**src/rtl/adc_spi_sampler.sv**
```systemverilog
// MCP3202 SPI sampler: each sample_tick runs a channel 0 + channel 1 conversion
// pair and presents the results as signed 16-bit left/right audio words.
module adc_spi_sampler #(
  parameter int CLK_DIV = 4
) (
  input  logic        clk,
  input  logic        reset_n,
  input  logic        sample_tick,
  input  logic        adc_miso,
  output logic        adc_clk,
  output logic        adc_cs,
  output logic        adc_mosi,
  output logic [15:0] sample_l,
  output logic [15:0] sample_r,
  output logic        sample_valid,
  output logic        busy,
  output logic        overrun
);

  // One counter serves both the SCLK half-period and the 2*CLK_DIV inter-frame gap.
  localparam int            CW        = $clog2(2 * CLK_DIV);
  localparam logic [CW-1:0] HALF_LAST = CW'(CLK_DIV - 1);
  localparam logic [CW-1:0] GAP_LAST  = CW'(2 * CLK_DIV - 1);
  localparam logic [4:0]    LAST_BIT  = 5'd16;
  localparam logic [4:0]    FIRST_CAP = 5'd5;

  typedef enum logic [2:0] {
    IDLE,
    SETUP,
    SHIFT_HI,
    SHIFT_LO,
    GAP,
    DONE
  } state_t;

  state_t        r_state;
  logic [CW-1:0] r_cnt;
  logic [4:0]    r_bit;
  logic          r_ch;
  logic [11:0]   r_shift;
  logic [11:0]   r_hold0;
  logic          r_adc_clk;
  logic          r_adc_cs;
  logic          r_adc_mosi;
  logic [15:0]   r_sample_l;
  logic [15:0]   r_sample_r;
  logic          r_sample_valid;
  logic          r_busy;
  logic          r_overrun;

  state_t        w_state;
  logic [CW-1:0] w_cnt;
  logic [4:0]    w_bit;
  logic          w_ch;
  logic [11:0]   w_shift;
  logic [11:0]   w_hold0;
  logic          w_adc_mosi;
  logic [15:0]   w_sample_l;
  logic [15:0]   w_sample_r;
  logic          w_adc_clk;
  logic          w_adc_cs;
  logic          w_sample_valid;
  logic          w_busy;
  logic          w_overrun;
  logic          w_last_half;
  logic          w_last_gap;

  // Command bits: start, single-ended, ODD = channel select, MSB-first, then zeros.
  function automatic logic cmd_bit(input logic [4:0] b, input logic ch);
    case (b)
      5'd0, 5'd1, 5'd3: cmd_bit = 1'b1;
      5'd2:             cmd_bit = ch;
      default:          cmd_bit = 1'b0;
    endcase
  endfunction

  function automatic logic [15:0] to_audio(input logic [11:0] d);
    to_audio = {~d[11], d[10:0], 4'b0000};
  endfunction

  assign w_last_half = (r_cnt == HALF_LAST);
  assign w_last_gap  = (r_cnt == GAP_LAST);

  always_comb begin
    w_state    = r_state;
    w_cnt      = r_cnt;
    w_bit      = r_bit;
    w_ch       = r_ch;
    w_shift    = r_shift;
    w_hold0    = r_hold0;
    w_adc_mosi = r_adc_mosi;
    w_sample_l = r_sample_l;
    w_sample_r = r_sample_r;

    unique case (r_state)
      IDLE: begin
        if (sample_tick) begin
          w_state    = SETUP;
          w_ch       = 1'b0;
          w_cnt      = '0;
          w_shift    = '0;
          w_adc_mosi = 1'b1;
        end
      end
      SETUP: begin
        if (w_last_half) begin
          w_state = SHIFT_HI;
          w_bit   = '0;
          w_cnt   = '0;
        end else begin
          w_cnt = r_cnt + 1'b1;
        end
      end
      SHIFT_HI: begin
        if (w_last_half) begin
          w_state    = SHIFT_LO;
          w_cnt      = '0;
          w_adc_mosi = cmd_bit(r_bit + 5'd1, r_ch);
          if (r_bit >= FIRST_CAP) begin
            w_shift = {r_shift[10:0], adc_miso};
          end
        end else begin
          w_cnt = r_cnt + 1'b1;
        end
      end
      SHIFT_LO: begin
        if (w_last_half) begin
          w_cnt = '0;
          if (r_bit == LAST_BIT) begin
            // Channel 1 skips the gap so a pair takes exactly 72*CLK_DIV+1 cycles.
            if (!r_ch) begin
              w_state = GAP;
              w_hold0 = r_shift;
            end else begin
              w_state    = DONE;
              w_sample_l = to_audio(r_hold0);
              w_sample_r = to_audio(r_shift);
            end
          end else begin
            w_state = SHIFT_HI;
            w_bit   = r_bit + 5'd1;
          end
        end else begin
          w_cnt = r_cnt + 1'b1;
        end
      end
      GAP: begin
        if (w_last_gap) begin
          w_state    = SETUP;
          w_ch       = 1'b1;
          w_cnt      = '0;
          w_shift    = '0;
          w_adc_mosi = 1'b1;
        end else begin
          w_cnt = r_cnt + 1'b1;
        end
      end
      DONE: begin
        w_state = IDLE;
      end
      default: begin
        w_state = IDLE;
      end
    endcase

    w_adc_cs       = !(w_state inside {SETUP, SHIFT_HI, SHIFT_LO});
    w_adc_clk      = (w_state == SHIFT_HI);
    w_busy         = !(w_state inside {IDLE, DONE});
    w_sample_valid = (w_state == DONE);
    w_overrun      = sample_tick && (r_state != IDLE);
  end

  always_ff @(posedge clk or negedge reset_n) begin
    if (!reset_n) begin
      r_state        <= IDLE;
      r_cnt          <= '0;
      r_bit          <= '0;
      r_ch           <= 1'b0;
      r_shift        <= '0;
      r_hold0        <= '0;
      r_adc_clk      <= 1'b0;
      r_adc_cs       <= 1'b1;
      r_adc_mosi     <= 1'b0;
      r_sample_l     <= '0;
      r_sample_r     <= '0;
      r_sample_valid <= 1'b0;
      r_busy         <= 1'b0;
      r_overrun      <= 1'b0;
    end else begin
      r_state        <= w_state;
      r_cnt          <= w_cnt;
      r_bit          <= w_bit;
      r_ch           <= w_ch;
      r_shift        <= w_shift;
      r_hold0        <= w_hold0;
      r_adc_clk      <= w_adc_clk;
      r_adc_cs       <= w_adc_cs;
      r_adc_mosi     <= w_adc_mosi;
      r_sample_l     <= w_sample_l;
      r_sample_r     <= w_sample_r;
      r_sample_valid <= w_sample_valid;
      r_busy         <= w_busy;
      r_overrun      <= w_overrun;
    end
  end

  assign adc_clk      = r_adc_clk;
  assign adc_cs       = r_adc_cs;
  assign adc_mosi     = r_adc_mosi;
  assign sample_l     = r_sample_l;
  assign sample_r     = r_sample_r;
  assign sample_valid = r_sample_valid;
  assign busy         = r_busy;
  assign overrun      = r_overrun;

endmodule

```
**config.mk**
```make
export PLATFORM = sky130hd
export DESIGN_NAME = adc_spi_sampler
export DESIGN_NICKNAME = d
export VERILOG_FILES = /design/src/rtl/adc_spi_sampler.sv
export SDC_FILE = /design/constraint.sdc
export NUM_CORES = 1
export LEC_CHECK = 0
export BUFFER_PORTS_ARGS = -buffer_cell sky130_fd_sc_hd__buf_2
export CORE_UTILIZATION = 51
export DETAILED_ROUTE_END_ITERATION = 10
export GPL_ROUTABILITY_DRIVEN = 1
export PLACE_DENSITY = 0.75
export SETUP_SLACK_MARGIN = 0.5
export SYNTH_ARGS = -nofsm -noshare
export SYNTH_HDL_FRONTEND = slang
export SYNTH_SLANG_ARGS = --single-unit
```
**constraint.sdc**
```tcl
create_clock -name clk -period 2.2 [get_ports clk]
set_clock_uncertainty 0.05 [all_clocks]
set_input_delay 0.22 -clock clk [delete_from_list [all_inputs] [get_ports clk]]
set_output_delay 0.22 -clock clk [all_outputs]
set_load 0.005 [all_outputs]
```
==> metrics.cfg <==
[floorplanning]
initial_utilization_pct=54.2
die_w_um=79.2
io_pins=42
rows=27
core_area_mm2=0.00561
fp.dieH_um=79.2
dieArea_mm2=0.00627

[routing]
drc=0
num_vias=2075
drtAntennaViolNets=0
wl_per_cell_um=16.3
drt_iter0_drc=109
drt-pass1-iter-count=4
via_per_inst=5.47
routed_wl_mm=6.17

[sta]
report.final.hold_viol_count=0
fin_crit_sh_pct=94.1
rsz0062_at_grt=true
drv_slew=0
fmax_ghz=0.483
fin_setup_tns_ns=0
setup_viol=0
holdWs_ns=0.0772
period_needed_ns=2.07

[synthesis]
yosysTopAreaCell=dfrtp_1
synth-seq-cells=66
synth_most_common_cell=dfrtp_1
yosys_most_used_dff=dfrtp_1
syn_area_mm2=0.00304
synth_warnings=0
synthArstFlopShare_pct=100
syn_area_per_cell_um2=12.6
yosysUniqueCellTypes=50
yosysSeqAreaShare_pct=54.4
synth.area.top_cells=dfrtp_1 54%, mux2_2 8.2%, mux2_4 4.9%, ha_1 3.7%, a21bo_2 3.3%
synth-edff-count=0
synth_top_area_share_pct=53.5
synth_common_cells=65 x dfrtp_1, 22 x mux2_2, 16 x nand2_1
syn_inst=242

[finish]
syn_to_final_growth_pct=25.7
layout.nets=315
n_antenna_cell=0
multiInputGateArea_mm2=0.00141
seq_area_mm2=0.00166
drive_above_1_share_pct=48.5
design_area_mm2=0.00382
fillers=409
layoutNonFillerInstCount=379

[global_routing]
antenna_found_initial=0
first_global_vias=2070
grt_max_degree=42
grt_usage_pct=21.2
grt-ovfl-total=0
grt_pass1_wl_mm=9.94

[power]
p_per_area_mw_per_mm2=602
irDropWorstVdd_uv=373
p_total_mw=2.30
p_leak_nw=1.92

[cts]
htreeDepth=3
cts.sinks=66
cts_tree=built
clock_path_buffers=2
clk_pin_slew_worst_paths_ns=0.08
numCtsBuffers=9
worstSkewPairLatency_ns=0.34
ctsRootBufferMaster=clkbuf_8

[run_status]
run_status=finished clean

[critical_path]
cpPeakStageDelay_ns=0.48
cp_max_fo=30
crit_chain=ha_4, ha_4, nand3b_1, or4_4, buf_12, mux2_2
cp.arrival_ns=2.25
worstSetupStartpointType=flop
r2r_start=r_cnt[1]
crit_buf_inv=1
worstPathRequired_ns=2.38
crit_top_cell=ha_4
cpMaxStageDelayCell=or4_4
critPathCaptureType=flop
path_delay_family=simple AND/OR/NAND/NOR gates
crit_start=r_cnt[1]
crit_type=reg -> reg

[job]
maxCapViolCount=0

[place]
dp_hpwl_mm=3.81
routabilityCongestion=0.796
dp_cells=348
io_buffers=33
placed_cell_area_mm2=0.00336

[hold_path]
min_from=adc_miso
min_path_type=in -> reg

==> worst paths after layout <==
| path | to | slack, ns | cells after the start |
|---|---|---|---|
| worst max-delay path | sample_l[14] | 0.13 | 6 |
| worst min-delay path | r_shift[0] | 0.08 | 3 |
| worst max register to register | sample_l[14] | 0.13 | 6 |
| worst min register to register | sample_l[15] | 0.43 | 1 |
| max in group asynchronous | adc_cs | 1.40 | 3 |
| min in group asynchronous | sample_l[15] | 0.34 | 3 |
==> per-layer routing <==
| metal | share of wire [%] | wire length, µm | vias to the layer above | global-route usage, % |
|---|---|---|---|---|
| li1 | - | - | 966 | - |
| met1 | 43 | 2650 | 1038 | 26.3 |
| met2 | 50 | 3120 | 60 | 35.1 |
| met3 | 5.2 | 318 | 11 | 6.55 |
| met4 | 1.4 | 88 | 0 | 7.09 |
| met5 | 0 | 0 | - | 0 |
==> worst reg2reg max path: stages (launching register included) <==
cell      delay [ns]
dfrtp_1         0.39
ha_4            0.19
ha_4            0.19
nand3b_1        0.18
or4_4           0.48
buf_12          0.18
mux2_2          0.31
==> registers in the layout, indices dropped and copies added (netlist names) <==
register / cells
adc_mosi: 1
overrun: 1
adc_cs: 1
r_bit: 5
r_shift: 12
sample_valid: 1
busy: 1
r_state: 3
r_ch: 1
sample_l: 12
r_cnt: 3
adc_clk: 1
sample_r: 12
r_hold0: 12
==> cell families (layout without fill, tap and decap cells) <==
logic type / Yosys count / count (layout) / share of synthesized area (%)
buffers and inverters: 30 / 86 / 5.60
AND/OR/NAND/NOR: 58 / 60 / 11.3
flip-flops: 66 / 66 / 54.4
adder cells (fa/ha/maj): 9 / 9 / 3.71
multiplexers: 37 / 37 / 14.7
XOR/XNOR: 1 / 1 / 0.288
other: 1 / 8 / 0.123
AO/OA/AOI/OAI: 40 / 40 / 9.80
==> per-stage QoR <==
| step | utilization [%] | worst slack [ns] |
|---|---|---|
| floorplan | - | 0.118 |
| global placement | 59.8 | 0.0971 |
| detailed placement | 59.8 | 0.0478 |
| CTS | 66.8 | 0.234 |
| global route | 68.1 | 0.102 |
| finish | 68.1 | 0.131 |
==> report_power, final <==
group	switching [mW]	internal, mW
logic	0.0294	0.00973
clock network	0.458	0.584
registers	0.00105	1.21
==> placed cells by master, fill, tap and decap left out, drive strengths merged, types with 2 or more instances in the layout <==
| master | synthesis | routed |
|---|---|---|
| mux2i | 5 | 5 |
| a21oi | 8 | 8 |
| ha | 9 | 9 |
| dfrtp | 65 | 65 |
| mux2 | 32 | 32 |
| a21bo | 10 | 10 |
| nand2 | 16 | 17 |
| nand4bb | 2 | 2 |
| or3 | 2 | 3 |
| clkbuf | 4 | 12 |
| or4 | 2 | 2 |
| nor3b | 2 | 2 |
| o21ai | 8 | 8 |
| nand4 | 10 | 10 |
| buf | 16 | 59 |
| inv | 10 | 10 |
| nand3 | 5 | 5 |
| conb | 1 | 8 |
| or2 | 3 | 3 |
| nor2 | 8 | 8 |
| o31ai | 2 | 2 |
| nand3b | 2 | 2 |
| nor3 | 2 | 2 |
| clkinvlp | 0 | 2 |
==> final cells by class <==
class / instances / area share, %
inverter: 10 / 1.05
clock buffer: 12 / 4.06
timing repair buffer: 60 / 11.0
clock inverter: 4 / 1.31
tap: 72 / 2.36
multi-input combinational: 155 / 36.8
sequential: 66 / 43.4
==> repair_timing <==
| item | CTS | global route |
|---|---|---|
| endpoints found under the setup margin | 57 | 64 |
| resized for setup | 18 | 16 |
| setup buffers | 11 | 1 |
| gates cloned | 2 | 0 |
| pin swaps | 14 | 6 |
| hold buffers | 1 | 0 |
| endpoints found under the hold margin | 65 | 0 |
Note: power is estimated with default switching activity, not from simulation.
